<file path="src/rtl/synth_cfg_pkg.sv">
// synth_cfg_pkg: constants, field widths and types shared by the config loader and digital_synthesizer_v1.
package synth_cfg_pkg;
    localparam logic [7:0] SYNC_BYTE = 8'hA5;
    localparam int FRAME_LEN = 15;
    localparam int F_W = 32, TI_W = 10, TP_W = 13, NUM_W = 5, DEV_W = 22;
    localparam logic [1:0] ERR_NONE = 2'd0, ERR_CHECKSUM = 2'd1, ERR_TIMEOUT = 2'd2, ERR_RANGE = 2'd3;
    localparam logic [1:0] SIG_LFM = 2'd1, SIG_PSK = 2'd2, SIG_NOISE = 2'd3;
    typedef enum logic [1:0] {HUNT, RECV, CHECK, COMMIT} state_t;
    typedef struct packed {
        logic [1:0]       sig_type;
        logic             start;
        logic             stop;
        logic [F_W-1:0]   f_carrier;
        logic [TI_W-1:0]  t_impulse;
        logic [TP_W-1:0]  t_period;
        logic [NUM_W-1:0] num_imp;
        logic [DEV_W-1:0] deviation;
    } cfg_t;
    function automatic logic valid_type(input logic [1:0] t);
        return t == SIG_LFM || t == SIG_PSK || t == SIG_NOISE;
    endfunction
endpackage

</file>
<file path="src/rtl/cfg_frame_rx.sv">
// cfg_frame_rx: byte assembly into the shadow config, running XOR checksum and inter-byte timeout.
module cfg_frame_rx
    import synth_cfg_pkg::*;
#(
    parameter int TIMEOUT_CYCLES = 100_000
) (
    input  logic       clk,
    input  logic       rst,
    input  logic [7:0] data,
    input  logic       accept,
    input  logic       recv,
    output cfg_t       shadow,
    output logic [7:0] acc,
    output logic       sync_hit,
    output logic       last_byte,
    output logic       timeout
);
    localparam int TW = $clog2(TIMEOUT_CYCLES + 1);
    logic [3:0]    idx;
    logic [TW-1:0] tmr;
    assign sync_hit  = accept && !recv && data == SYNC_BYTE;
    assign last_byte = accept && recv && idx == 4'(FRAME_LEN - 1);
    assign timeout   = recv && !accept && tmr == TW'(TIMEOUT_CYCLES);
    // Seeding the accumulator with the sync byte makes a good frame XOR to zero after b14.
    always_ff @(posedge clk or posedge rst) begin
        if (rst) begin
            idx    <= '0;
            tmr    <= '0;
            acc    <= '0;
            shadow <= '0;
        end else if (sync_hit) begin
            idx <= 4'd1;
            tmr <= '0;
            acc <= SYNC_BYTE;
        end else if (accept && recv) begin
            idx <= idx + 4'd1;
            tmr <= '0;
            acc <= acc ^ data;
            case (idx)
                4'd1:  {shadow.stop, shadow.start, shadow.sig_type} <= data[3:0];
                4'd2:  shadow.f_carrier[7:0]   <= data;
                4'd3:  shadow.f_carrier[15:8]  <= data;
                4'd4:  shadow.f_carrier[23:16] <= data;
                4'd5:  shadow.f_carrier[31:24] <= data;
                4'd6:  shadow.t_impulse[7:0]   <= data;
                4'd7:  shadow.t_impulse[9:8]   <= data[1:0];
                4'd8:  shadow.t_period[7:0]    <= data;
                4'd9:  shadow.t_period[12:8]   <= data[4:0];
                4'd10: shadow.num_imp          <= data[4:0];
                4'd11: shadow.deviation[7:0]   <= data;
                4'd12: shadow.deviation[15:8]  <= data;
                4'd13: shadow.deviation[21:16] <= data[5:0];
                default: ;
            endcase
        end else if (recv) begin
            tmr <= tmr + 1'b1;
        end
    end
endmodule

</file>
<file path="src/rtl/synth_config_loader.sv">
// synth_config_loader: validates 15-byte config frames and commits them atomically to the synthesizer.
// Define CFG_RANGE_CHECK_EN to also reject frames whose fields fall outside the legal range.
module synth_config_loader
    import synth_cfg_pkg::*;
#(
    parameter int          TIMEOUT_CYCLES = 100_000,
    parameter logic [31:0] F_MIN = 32'd1_200_000_000,
    parameter logic [31:0] F_MAX = 32'd4_000_000_000
) (
    input  logic              CLK,
    input  logic              RESET,
    input  logic [7:0]        IN_DATA,
    input  logic              IN_VALID,
    output logic              IN_READY,
    output logic              SIGN_START_GEN,
    output logic [1:0]        SIGNAL_TYPE,
    output logic [F_W-1:0]    F_CARRIER,
    output logic [TI_W-1:0]   T_IMPULSE,
    output logic [TP_W-1:0]   T_PERIOD,
    output logic [NUM_W-1:0]  NUM_OF_IMP,
    output logic [DEV_W-1:0]  DEVIATION,
    output logic              CFG_UPDATE,
    output logic              FRAME_ERR,
    output logic [1:0]        ERR_CODE,
    output logic [7:0]        ERR_COUNT
);
    state_t     state, state_n;
    cfg_t       shadow;
    logic [7:0] acc;
    logic       accept, sync_hit, last_byte, timeout, range_ok, err_evt;
    logic [1:0] err_n;
    assign IN_READY = state == HUNT || state == RECV;
    assign accept   = IN_VALID && IN_READY;
    cfg_frame_rx #(.TIMEOUT_CYCLES(TIMEOUT_CYCLES)) u_rx (
        .clk(CLK), .rst(RESET), .data(IN_DATA), .accept(accept), .recv(state == RECV),
        .shadow(shadow), .acc(acc), .sync_hit(sync_hit), .last_byte(last_byte), .timeout(timeout)
    );
`ifdef CFG_RANGE_CHECK_EN
    assign range_ok = shadow.f_carrier >= F_MIN && shadow.f_carrier <= F_MAX && shadow.t_impulse != '0
                      && shadow.t_period > {3'd0, shadow.t_impulse} && valid_type(shadow.sig_type);
`else
    logic unused_range;
    assign range_ok     = 1'b1;
    assign unused_range = ^{F_MIN, F_MAX};
`endif
    always_ff @(posedge CLK or posedge RESET) begin
        if (RESET) state <= HUNT;
        else       state <= state_n;
    end
    always_comb begin
        state_n = state;
        err_evt = 1'b0;
        err_n   = ERR_NONE;
        case (state)
            HUNT: state_n = sync_hit ? RECV : HUNT;
            RECV: begin
                err_evt = timeout;
                err_n   = ERR_TIMEOUT;
                state_n = timeout ? HUNT : last_byte ? CHECK : RECV;
            end
            CHECK: begin
                err_evt = acc != 8'h00 || !range_ok;
                err_n   = acc != 8'h00 ? ERR_CHECKSUM : ERR_RANGE;
                state_n = err_evt ? HUNT : COMMIT;
            end
            default: state_n = HUNT;
        endcase
    end
    // Outputs move only on the COMMIT edge, so rejected or partial frames leave them untouched.
    always_ff @(posedge CLK or posedge RESET) begin
        if (RESET) begin
            SIGN_START_GEN <= 1'b0;
            SIGNAL_TYPE    <= '0;
            F_CARRIER      <= '0;
            T_IMPULSE      <= '0;
            T_PERIOD       <= '0;
            NUM_OF_IMP     <= '0;
            DEVIATION      <= '0;
            CFG_UPDATE     <= 1'b0;
            FRAME_ERR      <= 1'b0;
            ERR_CODE       <= ERR_NONE;
            ERR_COUNT      <= '0;
        end else begin
            CFG_UPDATE <= state == COMMIT;
            FRAME_ERR  <= err_evt;
            if (err_evt) begin
                ERR_CODE  <= err_n;
                ERR_COUNT <= ERR_COUNT + {7'd0, ERR_COUNT != 8'hFF};
            end
            if (state == COMMIT) begin
                SIGN_START_GEN <= shadow.stop ? 1'b0 : shadow.start | SIGN_START_GEN;
                SIGNAL_TYPE    <= shadow.sig_type;
                F_CARRIER      <= shadow.f_carrier;
                T_IMPULSE      <= shadow.t_impulse;
                T_PERIOD       <= shadow.t_period;
                NUM_OF_IMP     <= shadow.num_imp;
                DEVIATION      <= shadow.deviation;
            end
        end
    end
endmodule
</file>
<file path="config.mk">
export PLATFORM = sky130hd
export DESIGN_NAME = synth_config_loader
export DESIGN_NICKNAME = d
export VERILOG_FILES = /design/src/rtl/synth_cfg_pkg.sv /design/src/rtl/cfg_frame_rx.sv /design/src/rtl/synth_config_loader.sv
export SDC_FILE = /design/constraint.sdc
export NUM_CORES = 1
export LEC_CHECK = 0
export ABC_AREA = 1
export CORE_ASPECT_RATIO = 1.1
export CORE_MARGIN = 5
export CORE_UTILIZATION = 58
export CTS_BUF_LIST = sky130_fd_sc_hd__clkbuf_8
export DETAILED_ROUTE_END_ITERATION = 8
export GPL_TIMING_DRIVEN = 1
export HOLD_SLACK_MARGIN = 0.12
export PLACE_DENSITY_LB_ADDON = 0.05
export SLEW_MARGIN = 20
export SYNTH_ARGS = -nofsm -noshare
export SYNTH_HDL_FRONTEND = slang
export SYNTH_SLANG_ARGS = --single-unit
</file>
<file path="constraint.sdc">
create_clock -name CLK -period 7.9 [get_ports CLK]
set_input_delay 1.58 -clock CLK [delete_from_list [all_inputs] [get_ports CLK]]
set_output_delay 1.58 -clock CLK [all_outputs]
set_load 0.005 [all_outputs]
</file>
==> results by group, run 1 <==
Critical path
  • Biggest fanout along the worst timing path: 5
  • Slowest-stage cell, CP: sky130_fd_sc_hd__clkdlybuf4s50_1
  • Worst path max stage delay: 490 ps
  • Required time of the critical path: 6320 ps
  • Critical path class: reg -> out
  • Setup crit end kind: output port
  • Arrival time of the worst setup path: 1980 ps
  • Crit path cell chain: inv_1, ha_1, nor2_2, inv_1, clkdlybuf4s50_1
  • Most common cell on crit path: sky130_fd_sc_hd__inv_1
  • Crit path launch type: flip-flop

Place
  • Number of buffers inserted by port buffering: 108
  • DP HPWL: 12.3 mm
  • GP Congestion: 0.841
  • Instance count after placement with tap cells included: 1285

Global routing
  • Via count of the first global-routing pass: 6756
  • Maximum number of pins on one net before global-route repair: 143
  • Wire length of the first global-routing pass: 33.5 mm
  • Antenna violations before repair: 0
  • Gr usage total: 22.8%
  • Sum of overflow across all layers after global routing: 0

Logic synthesis
  • Count of yosys warnings during synthesis: 0
  • Count of distinct cell types in the synthesized netlist: 26
  • Synth top area cells: sky130_fd_sc_hd__dfrtp_1 (60%), sky130_fd_sc_hd__nand2_1 (19%), sky130_fd_sc_hd__o21ai_1 (3.5%), sky130_fd_sc_hd__nor2_1 (2.4%), sky130_fd_sc_hd__inv_1 (2.4%)
  • Top_reg_cell synth: sky130_fd_sc_hd__dfrtp_1
  • Average footprint of a synthesized cell: 8.72 um2
  • Number of standard cells after synthesis: 1020
  • Post-synthesis net count: 1044
  • Post-synth EDFFs: 0
  • Top cells by count, synth: sky130_fd_sc_hd__nand2_1 (441), sky130_fd_sc_hd__dfrtp_1 (214), sky130_fd_sc_hd__o21ai_1 (62)
  • Sequential area share after synthesis: 60.2%
  • Proportion of netlist area held by the largest area contributor: 60.2%
  • Post-Syn Area: 8890 um2
  • Post-synthesis sequential element count: 214
  • Most instantiated library cell after synthesis: sky130_fd_sc_hd__nand2_1
  • Cell type contributing the most total cell area after synthesis: sky130_fd_sc_hd__dfrtp_1
  • Async set or reset register ratio after synthesis: 100%

Route
  • Total length of routed met3 wires: 885 um
  • Antenna viol nets, final: 0
  • Post-route DRC violation count: 0
  • Wirelength, routed: 19.5 mm
  • Routed via count divided by cell count: 5.12
  • Routed wirelength normalized by instance count: 14.6 um
  • Met1 wire length: 8.96 mm
  • Number of iterations in the first detailed-routing pass: 5
  • Iteration-0 DRC Markers: 550
  • Top Layer Used: met4
  • WL met2: 9.31 mm
  • Total vias in the final route: 6856

STA
  • Number of setup violations in the final report: 0
  • Period utilisation layout: 45.0%
  • Max Slew Vio Count: 0
  • Fmax: 281 MHz
  • Post-route clock skew: 18.7 ps
  • Slew HR: 37.5%
  • Post-Route Hold Slack: 467 ps
  • Actual transition at the worst max-transition pin: 938 ps
  • Setup TNS: 0 ps
  • Final Critical Period: 3560 ps
  • Unrepaired setup endpoints after global routing: false
  • Fin. Hold Viols: 0

Flow run
  • Number of max-capacitance violations reported: 0

Layout
  • Net total in the final layout: 1149
  • Finished Core Util: 71.0%
  • Fillers: 1248
  • Fraction of final layout cells with drive strength greater than 1: 6.22%
  • Non-filler cells, final: 1338
  • Ant. Diodes: 0
  • Combined flip-flop and latch cell area: 5360 um2
  • Total area of multi-input combinational cells: 3120 um2
  • Area overhead of the layout relative to synthesis: 20.2%

Clock network
  • Clock slew at the register clock pins of the worst setup and hold paths: 60 ps
  • Clock root buffer: sky130_fd_sc_hd__clkbuf_8
  • Post-CTS Repair Setup Buffers: 0
  • Maximum clock insertion buffer count: 3
  • Number of gates resized after CTS: 0
  • Num CTS Buffers: 34
  • # hold bufs at CTS: 0
  • # H-tree levels: 2
  • Insertion delay of the later-clocked pin in the worst-skew pair: 500 ps
  • Clock tree sinks: 214
  • Clock tree from TritonCTS: built

Hold path
  • Worst min-delay path category: reg -> reg

Die
  • Core Rows: 47
  • Area inside the core boundary: 15100 um2
  • Starting density of the core: 59.1%
  • Count of boundary I/O pins: 109
  • Horizontal die dimension: 128 um
  • Die ar.: 17900 um2
  • Floorplan die height: 140 um

Pwr
  • Leakage Power: 5.47 nW
  • Power Density: 226 nW/um2
  • Worst voltage drop across the vdd grid: 0.151 mV

Run status
  • Outcome: completed
## kinds of logic after synthesis
family,Yosys count,synth area share [%]
DFF,214,60.2
buffers and inverters,102,4.76
xor gates and xnor gates,15,1.48
adders and majority gates,13,1.83
and+or+nand+nor,567,25.5
AOI/OAI and AO/OA,109,6.20
## critical path, delay by kind of cell (launching register included)
kind                       cells  cell delay, ps
buffers and inverters          3             650
DFF                            1             420
adders and majority gates      1             310
and+or+nand+nor                1             110
## final cells by class
cell class,instances,share of cell area (%)
multi-input combinational,704,29.2
inverter,60,2.18
clock buffer,43,5.54
clock inverter,10,0.386
tap,196,2.29
sequential,214,50.1
timing repair buffer,111,10.3
## layer usage
layer / GRT usage [%] / vias up
met5: 0 / -
met2: 36.9 / 149
met1: 32.5 / 3288
met3: 3.56 / 31
met4: 5.87 / 0
li1: - / 3388
## report_power, final
part | switching, mW | internal, mW | leakage [nW]
sequential | 0.0795 | 1.20 | 2.95
clock | 0.399 | 0.483 | 0.357
combinational | 0.164 | 0.0915 | 2.17
## path summary, 6_finish.rpt
kind,startpoint,end,slack (ps),depth (start not counted)
max,state[1]$_DFF_PP0_,IN_READY,4340,5
max in group asynchronous,RESET,u_rx.shadow[32]$_DFFE_PP0P_,4690,3
min reg2reg,T_IMPULSE[5]$_DFFE_PP0P_,T_IMPULSE[5]$_DFFE_PP0P_,470,2
min in group asynchronous,RESET,u_rx.tmr[5]$_DFFE_PP0P_,1710,2
min,T_IMPULSE[5]$_DFFE_PP0P_,T_IMPULSE[5]$_DFFE_PP0P_,470,2
max reg2reg,state[1]$_DFF_PP0_,ERR_CODE[1]$_DFFE_PP0P_,5770,9
## through the flow
stage	setup WS, ps	power (mW)	area [um2]
2_1_floorplan	469	1.48	8890
3_3_place_gp	4090	1.54	10100
3_5_place_dp	4050	1.55	10100
4_1_cts	4310	2.44	10700
5_1_grt	4220	2.55	10700
6_report	4340	2.42	10700
## placed cells by master (no fill, tap or decap), types with 5 or more instances in the layout
master                            netlist  final
sky130_fd_sc_hd__a21oi_1                7      7
sky130_fd_sc_hd__clkbuf_8               0     43
sky130_fd_sc_hd__clkdlybuf4s50_1        0    108
sky130_fd_sc_hd__dfrtp_1              214    214
sky130_fd_sc_hd__ha_1                  13     12
sky130_fd_sc_hd__inv_1                 56     64
sky130_fd_sc_hd__nand2_1              441    441
sky130_fd_sc_hd__nand2_2                9      9
sky130_fd_sc_hd__nand3_1               34     34
sky130_fd_sc_hd__nand4_1                5      5
sky130_fd_sc_hd__nor2_1                58     58
sky130_fd_sc_hd__nor3_1                 9      9
sky130_fd_sc_hd__o21ai_0               36     36
sky130_fd_sc_hd__o21ai_1               62     62
sky130_fd_sc_hd__xnor2_1                6      6
sky130_fd_sc_hd__xor2_1                 9      9
## flip-flops by register name, summed over array words and instances (netlist names), 5 cells and up
signal,count
u_rx.acc,8
F_CARRIER,32
T_PERIOD,13
T_IMPULSE,10
u_rx.tmr,17
DEVIATION,22
u_rx.shadow,86
ERR_COUNT,8
NUM_OF_IMP,5
(Power assumes the default switching activity.)
==> run 2, diff against run 1 <==
==> constraint.sdc (replaced) <==
create_clock -name CLK -period 3.6 [get_ports CLK]
set_input_delay 0.72 -clock CLK [delete_from_list [all_inputs] [get_ports CLK]]
set_output_delay 0.72 -clock CLK [all_outputs]
set_load 0.005 [all_outputs]
==> run 2 against run 1 <==
  * Largest power group unchanged
  * Register-to-register slack worse by 4300 ps
  * First-iteration DRC count down 14%
  * Count of clock-buffer cells in the layout down 1
  * Largest cell class unchanged
  * Combinational power up 120%
==> results by group, run 2 (same netlist as run 1, synthesis figures left out) <==
Layout
  • Total area of multi-input combinational cells: 3120 um2 (unchanged)
  • Fillers: 1214 (-2.7%)
  • Fraction of final layout cells with drive strength greater than 1: 6.84% (+0.62 points)
  • Top Registers: u_rx.shadow x86, F_CARRIER x32, DEVIATION x22
  • Area overhead of the layout relative to synthesis: 21.8%
  • Register ranked first by flip-flop count: u_rx.shadow
  • Commonest cells after routing, fill and taps aside: sky130_fd_sc_hd__nand2_1 (441), sky130_fd_sc_hd__dfrtp_1 (214), sky130_fd_sc_hd__clkdlybuf4s50_1 (108)
  • Most common cell after layout, fill and taps aside: sky130_fd_sc_hd__nand2_1
  • Net total in the final layout: 1155 (+0.52%)
  • Flip-flop count of the largest register, all copies and words added: 86 (unchanged)
  • Combined flip-flop and latch cell area: 5360 um2 (unchanged)
  • Ant. Diodes: 0 (unchanged)

Die
  • Horizontal die dimension: 128 um (unchanged)
  • Die ar.: 17900 um2 (unchanged)
  • Floorplan die height: 140 um (unchanged)
  • Area inside the core boundary: 15100 um2 (unchanged)
  • Count of boundary I/O pins: 109 (unchanged)
  • Core Rows: 47 (unchanged)
  • Starting density of the core: 59.1% (unchanged)

Critical path
  • Setup crit end kind: output port
  • Arrival time of the worst setup path: 1990 ps (about the same)
  • Crit path launch type: flip-flop
  • Required time of the critical path: 2880 ps (-3440 ps)
  • Biggest fanout along the worst timing path: 5 (unchanged)
  • Critical path class: reg -> out

Global routing
  • Gr usage total: 22.8% (+0.027 points)
  • Via count of the first global-routing pass: 6651 (-1.6%)
  • Wire length of the first global-routing pass: 33.5 mm (+0.10%)
  • Maximum number of pins on one net before global-route repair: 99 (-31%)
  • Antenna violations before repair: 0 (unchanged)
  • Sum of overflow across all layers after global routing: 0 (unchanged)

Pwr
  • Leakage Power: 5.55 nW (+1.4%)
  • Share of power burned in combinational logic: 10.3% (-0.3 points)
  • Switching share of power: 26.6% (-0.039 points)
  • Worst voltage drop across the vdd grid: 0.296 mV (+96%)
  • Power Density: 508 nW/um2 (+120%)
  • Proportion of power drawn by the clock network: 38.8% (+2.3 points)
  • Switching component of the power: 1.46 mW (+130%)
  • Internal power contribution: 4.04 mW (+130%)
  • Sequential fraction of design power: 50.9% (-2.0 points)

Clock network
  • Maximum clock insertion buffer count: 3 (unchanged)
  • # hold bufs at CTS: 0 (unchanged)
  • Clock root buffer: sky130_fd_sc_hd__clkbuf_8
  • Clock tree sinks: 214 (unchanged)
  • Clock tree from TritonCTS: built
  • # H-tree levels: 2 (unchanged)
  • Post-CTS Repair Setup Buffers: 0 (unchanged)
  • Number of gates resized after CTS: 0 (unchanged)
  • Num CTS Buffers: 35 (+2.9%)
  • Insertion delay of the later-clocked pin in the worst-skew pair: 520 ps (+20 ps)
  • Clock slew at the register clock pins of the worst setup and hold paths: 60 ps (about the same)

STA
  • Period utilisation layout: 75.2%
  • Slew HR: 39.0% (+1.6 points)
  • Post-route clock skew: 19.4 ps (+0.720 ps)
  • Post-Route Hold Slack: 466 ps (-0.700 ps)
  • Unrepaired setup endpoints after global routing: false
  • Final Critical Period: 2710 ps
  • Max Slew Vio Count: 0 (unchanged)
  • Fin. Hold Viols: 0 (unchanged)
  • Fmax: 370 MHz
  • Actual transition at the worst max-transition pin: 914 ps (-23.4 ps)
  • Setup TNS: 0 ps (unchanged)
  • Number of setup violations in the final report: 0 (unchanged)

Route
  • Iteration-0 DRC Markers: 474 (-14%)
  • Routed wirelength normalized by instance count: 14.4 um (-1.1%)
  • Antenna viol nets, final: 0 (unchanged)
  • Post-route DRC violation count: 0 (unchanged)
  • Number of iterations in the first detailed-routing pass: 5 (unchanged)
  • Wirelength, routed: 19.5 mm (-0.10%)
  • Routed via count divided by cell count: 5.13 (+0.14%)
  • Total vias in the final route: 6932 (+1.1%)

Hold path
  • Worst min-delay path category: reg -> reg

Place
  • Number of buffers inserted by port buffering: 108 (unchanged)
  • DP HPWL: 12.7 mm (+3.4%)
  • GP Congestion: 0.840 (-0.12%)

Flow run
  • Number of max-capacitance violations reported: 0 (unchanged)

Run status
  • Outcome: completed
==> run 2: cell type report <==
type | instances | share of cell area [%]
Clock buffer | 42 | 5.34
Clock inverter | 19 | 1.26
Inverter | 60 | 2.11
Multi-Input combinational cell | 704 | 28.8
Sequential cell | 214 | 49.5
Tap cell | 196 | 2.26
Timing Repair Buffer | 116 | 10.8
==> run 2: power groups by stage <==
| stage | Clock (mW) | Combinational, mW | Sequential [mW] |
|---|---|---|---|
| 2_1_floorplan | 0 | 0.450 | 2.80 |
| 3_3_place_gp | 0 | 0.553 | 2.83 |
| 3_5_place_dp | 0 | 0.572 | 2.84 |
| 4_1_cts | 2.18 | 0.576 | 2.80 |
| 5_1_grt | 2.29 | 0.668 | 2.83 |
| 6_report | 2.14 | 0.566 | 2.80 |
==> run 2: through the flow <==
step           util (%)  instances  instance area (um2)  total power, mW  worst slack, ps
5_1_grt            71.9       1351                10800             5.79              785
6_report           71.9       1351                10800             5.50              894
2_1_floorplan         -       1020                 8900             3.25             95.8
3_3_place_gp       67.2       1290                10100             3.38              818
3_5_place_dp       67.2       1290                10100             3.41              765
4_1_cts            71.9       1351                10800             5.56              872
==> run 2: per-layer routing <==
metal / part of all wire [%] / up-vias / routed length, um / track usage [%]
met4: 1.8 / 0 / 354 / 5.92
met5: 0 / - / 0 / 0
met2: 47 / 179 / 9200 / 35.7
li1: - / 3410 / - / -
met1: 46 / 3310 / 8930 / 33.1
met3: 5.2 / 33 / 1020 / 4.29
==> run 2: worst max-delay path: stages, from the launching register on <==
cell	delay, ps
sky130_fd_sc_hd__dfrtp_1	420
sky130_fd_sc_hd__inv_1	90
sky130_fd_sc_hd__ha_1	300
sky130_fd_sc_hd__nor2_2	100
sky130_fd_sc_hd__inv_1	60
sky130_fd_sc_hd__clkdlybuf4s50_1	490
==> run 2: path summary, 6_finish.rpt <==
check | cells past startpoint | slack [ps] | start | to
max in group asynchronous | 3 | 2420 | RESET | u_rx.tmr[2]$_DFFE_PP0P_
min in group asynchronous | 3 | 720 | RESET | DEVIATION[19]$_DFFE_PP0P_
worst max register to register | 10 | 1500 | state[1]$_DFF_PP0_ | u_rx.tmr[2]$_DFFE_PP0P_
worst min register to register | 2 | 470 | T_IMPULSE[7]$_DFFE_PP0P_ | T_IMPULSE[7]$_DFFE_PP0P_
worst min-delay path | 2 | 470 | T_IMPULSE[7]$_DFFE_PP0P_ | T_IMPULSE[7]$_DFFE_PP0P_
worst max-delay path | 5 | 890 | state[1]$_DFF_PP0_ | IN_READY
==> run 3, diff against run 2 <==
==> constraint.sdc (replaced) <==
create_clock -name CLK -period 2.5 [get_ports CLK]
set_input_delay 0.5 -clock CLK [delete_from_list [all_inputs] [get_ports CLK]]
set_output_delay 0.5 -clock CLK [all_outputs]
set_load 0.005 [all_outputs]
==> run 3 against run 2 <==
  * Core utilization rose by 0.52 points
  * Sequential power up 44%
  * Power increased by 41%
  * Design area rose by 0.72%
  * Count of clock-buffer cells in the layout is 1 lower
  * Sequential share of layout area fell by 0.35 points
  * Combinational power up 51%
  * Clock power grew 35%
  * First-iteration DRC count grew 16%
  * Global-route usage increased by 0.47 points
  * Critical path type unchanged
  * Routed wire length is 3.2% higher
==> results by group, run 3 (same netlist as run 1, synthesis figures left out) <==
Pwr
  • Worst voltage drop across the vdd grid: 0.476 mV (+61%)
  • Power Density: 713 nW/um2 (+40%)
  • Total chip power: 7.77 mW (+41%)
  • Leakage Power: 5.57 nW (+0.39%)

Die
  • Starting density of the core: 59.1% (unchanged)
  • Horizontal die dimension: 128 um (unchanged)
  • Core Rows: 47 (unchanged)
  • Floorplan die height: 140 um (unchanged)
  • Count of boundary I/O pins: 109 (unchanged)
  • Area inside the core boundary: 15100 um2 (unchanged)
  • Die ar.: 17900 um2 (unchanged)

Layout
  • Area overhead of the layout relative to synthesis: 22.6%
  • Register ranked first by flip-flop count: u_rx.shadow
  • Total area of multi-input combinational cells: 3140 um2 (+0.56%)
  • Finished Core Util: 72.4% (+0.52 points)
  • Fraction of final layout cells with drive strength greater than 1: 7.60% (+0.76 points)
  • Most common cell after layout, fill and taps aside: sky130_fd_sc_hd__nand2_1
  • Top Registers: u_rx.shadow x86, F_CARRIER x32, DEVIATION x22
  • Fillers: 1209 (-0.41%)
  • Ant. Diodes: 0 (unchanged)
  • Flip-flop count of the largest register, all copies and words added: 86 (unchanged)
  • Combined flip-flop and latch cell area: 5360 um2 (unchanged)
  • Net total in the final layout: 1165 (+0.87%)
  • Commonest cells after routing, fill and taps aside: sky130_fd_sc_hd__nand2_1 (441), sky130_fd_sc_hd__dfrtp_1 (214), sky130_fd_sc_hd__clkdlybuf4s50_1 (108)

Route
  • Total vias in the final route: 6937 (+0.072%)
  • Iteration-0 DRC Markers: 549 (+16%)
  • Post-route DRC violation count: 0 (unchanged)
  • Routed wirelength normalized by instance count: 14.9 um (+3.0%)
  • Routed via count divided by cell count: 5.12 (-0.15%)
  • Number of iterations in the first detailed-routing pass: 5 (unchanged)
  • Antenna viol nets, final: 0 (unchanged)
  • Wirelength, routed: 20.1 mm (+3.2%)

Clock network
  • # hold bufs at CTS: 0 (unchanged)
  • Post-CTS Repair Setup Buffers: 0 (unchanged)
  • Clock slew at the register clock pins of the worst setup and hold paths: 60 ps (about the same)
  • Clock root buffer: sky130_fd_sc_hd__clkbuf_8
  • Maximum clock insertion buffer count: 3 (unchanged)
  • Num CTS Buffers: 35 (unchanged)
  • Number of gates resized after CTS: 1 (+1)
  • Insertion delay of the later-clocked pin in the worst-skew pair: 520 ps (about the same)
  • Clock tree from TritonCTS: built
  • Clock tree sinks: 214 (unchanged)
  • # H-tree levels: 2 (unchanged)

Critical path
  • Biggest fanout along the worst timing path: 3 (-2)
  • Critical path class: reg -> out
  • Required time of the critical path: 2000 ps (-880 ps)
  • Arrival time of the worst setup path: 1930 ps (-60 ps)
  • Setup crit end kind: output port
  • Crit path launch type: flip-flop

STA
  • Max Slew Vio Count: 0 (unchanged)
  • Final Critical Period: 2430 ps
  • Number of setup violations in the final report: 0 (unchanged)
  • Actual transition at the worst max-transition pin: 638 ps (-276 ps)
  • Fmax: 412 MHz
  • Setup TNS: 0 ps (unchanged)
  • Fin. Hold Viols: 0 (unchanged)
  • Post-route clock skew: 14.3 ps (-5.09 ps)
  • Unrepaired setup endpoints after global routing: false
  • Slew HR: 57.4% (+18 points)
  • Period utilisation layout: 97.0%

Place
  • DP HPWL: 13.1 mm (+2.9%)
  • GP Congestion: 0.858 (+2.2%)
  • Number of buffers inserted by port buffering: 108 (unchanged)

Flow run
  • Number of max-capacitance violations reported: 0 (unchanged)

Global routing
  • Via count of the first global-routing pass: 6785 (+2.0%)
  • Sum of overflow across all layers after global routing: 0 (unchanged)
  • Maximum number of pins on one net before global-route repair: 88 (-11%)
  • Gr usage total: 23.3% (+0.47 points)
  • Wire length of the first global-routing pass: 33.8 mm (+0.95%)
  • Antenna violations before repair: 0 (unchanged)

Hold path
  • Worst min-delay path category: in -> async

Run status
  • Outcome: completed
-- run 3: area by class of cell --
type,count,area share [%]
tap,196,2.25
clock buffer,41,5.17
sequential,214,49.1
inverter,60,2.10
clock inverter,13,0.780
multi-input combinational,704,28.8
timing repair buffer,126,11.8
-- run 3: power breakdown --
group,total (mW),switching [mW],internal (mW),leakage (nW)
clock,2.88,1.30,1.58,0.365
sequential,4.04,0.248,3.79,2.95
combinational,0.855,0.539,0.316,2.26
total,7.77,2.09,5.68,5.57
-- run 3: worst max-delay path: stages, from the launching register on --
cell and delay (ps):
sky130_fd_sc_hd__dfrtp_1 440, sky130_fd_sc_hd__inv_1 110, sky130_fd_sc_hd__ha_1 250, sky130_fd_sc_hd__nor2_4 130, sky130_fd_sc_hd__inv_1 50, sky130_fd_sc_hd__clkdlybuf4s50_1 440
-- run 3: routing by layer --
metal | up-vias | share of wire, % | global-route usage, %
met1 | 3283 | 44 | 31.5
met5 | - | 0 | 0
met3 | 42 | 5.6 | 4.83
li1 | 3414 | - | -
met2 | 198 | 48 | 37.7
met4 | 0 | 2.4 | 7.88
-- run 3: worst paths after layout --
check	startpoint	to	slack [ps]	cells past startpoint
worst max-delay path	state[0]$_DFF_PP0_	IN_READY	70	5
worst min-delay path	RESET	DEVIATION[19]$_DFFE_PP0P_	430	2
worst max register to register	state[1]$_DFF_PP0_	u_rx.shadow[23]$_DFFE_PP0P_	720	9
worst min register to register	DEVIATION[11]$_DFFE_PP0P_	DEVIATION[11]$_DFFE_PP0P_	470	2
max in group asynchronous	RESET	F_CARRIER[20]$_DFFE_PP0P_	1430	3
min in group CLK	DEVIATION[11]$_DFFE_PP0P_	DEVIATION[11]$_DFFE_PP0P_	470	2
-- run 3: per-stage QoR --
stage          setup WS (ps)  hold slack [ps]  instances  area [um2]
4_1_cts                 40.8              413       1354       10900
5_1_grt                0.167              443       1354       10900
6_report                74.7              427       1354       10900
3_3_place_gp             386              452       1300       10200
3_5_place_dp             336              457       1300       10200
2_1_floorplan           -784              446       1020        8900
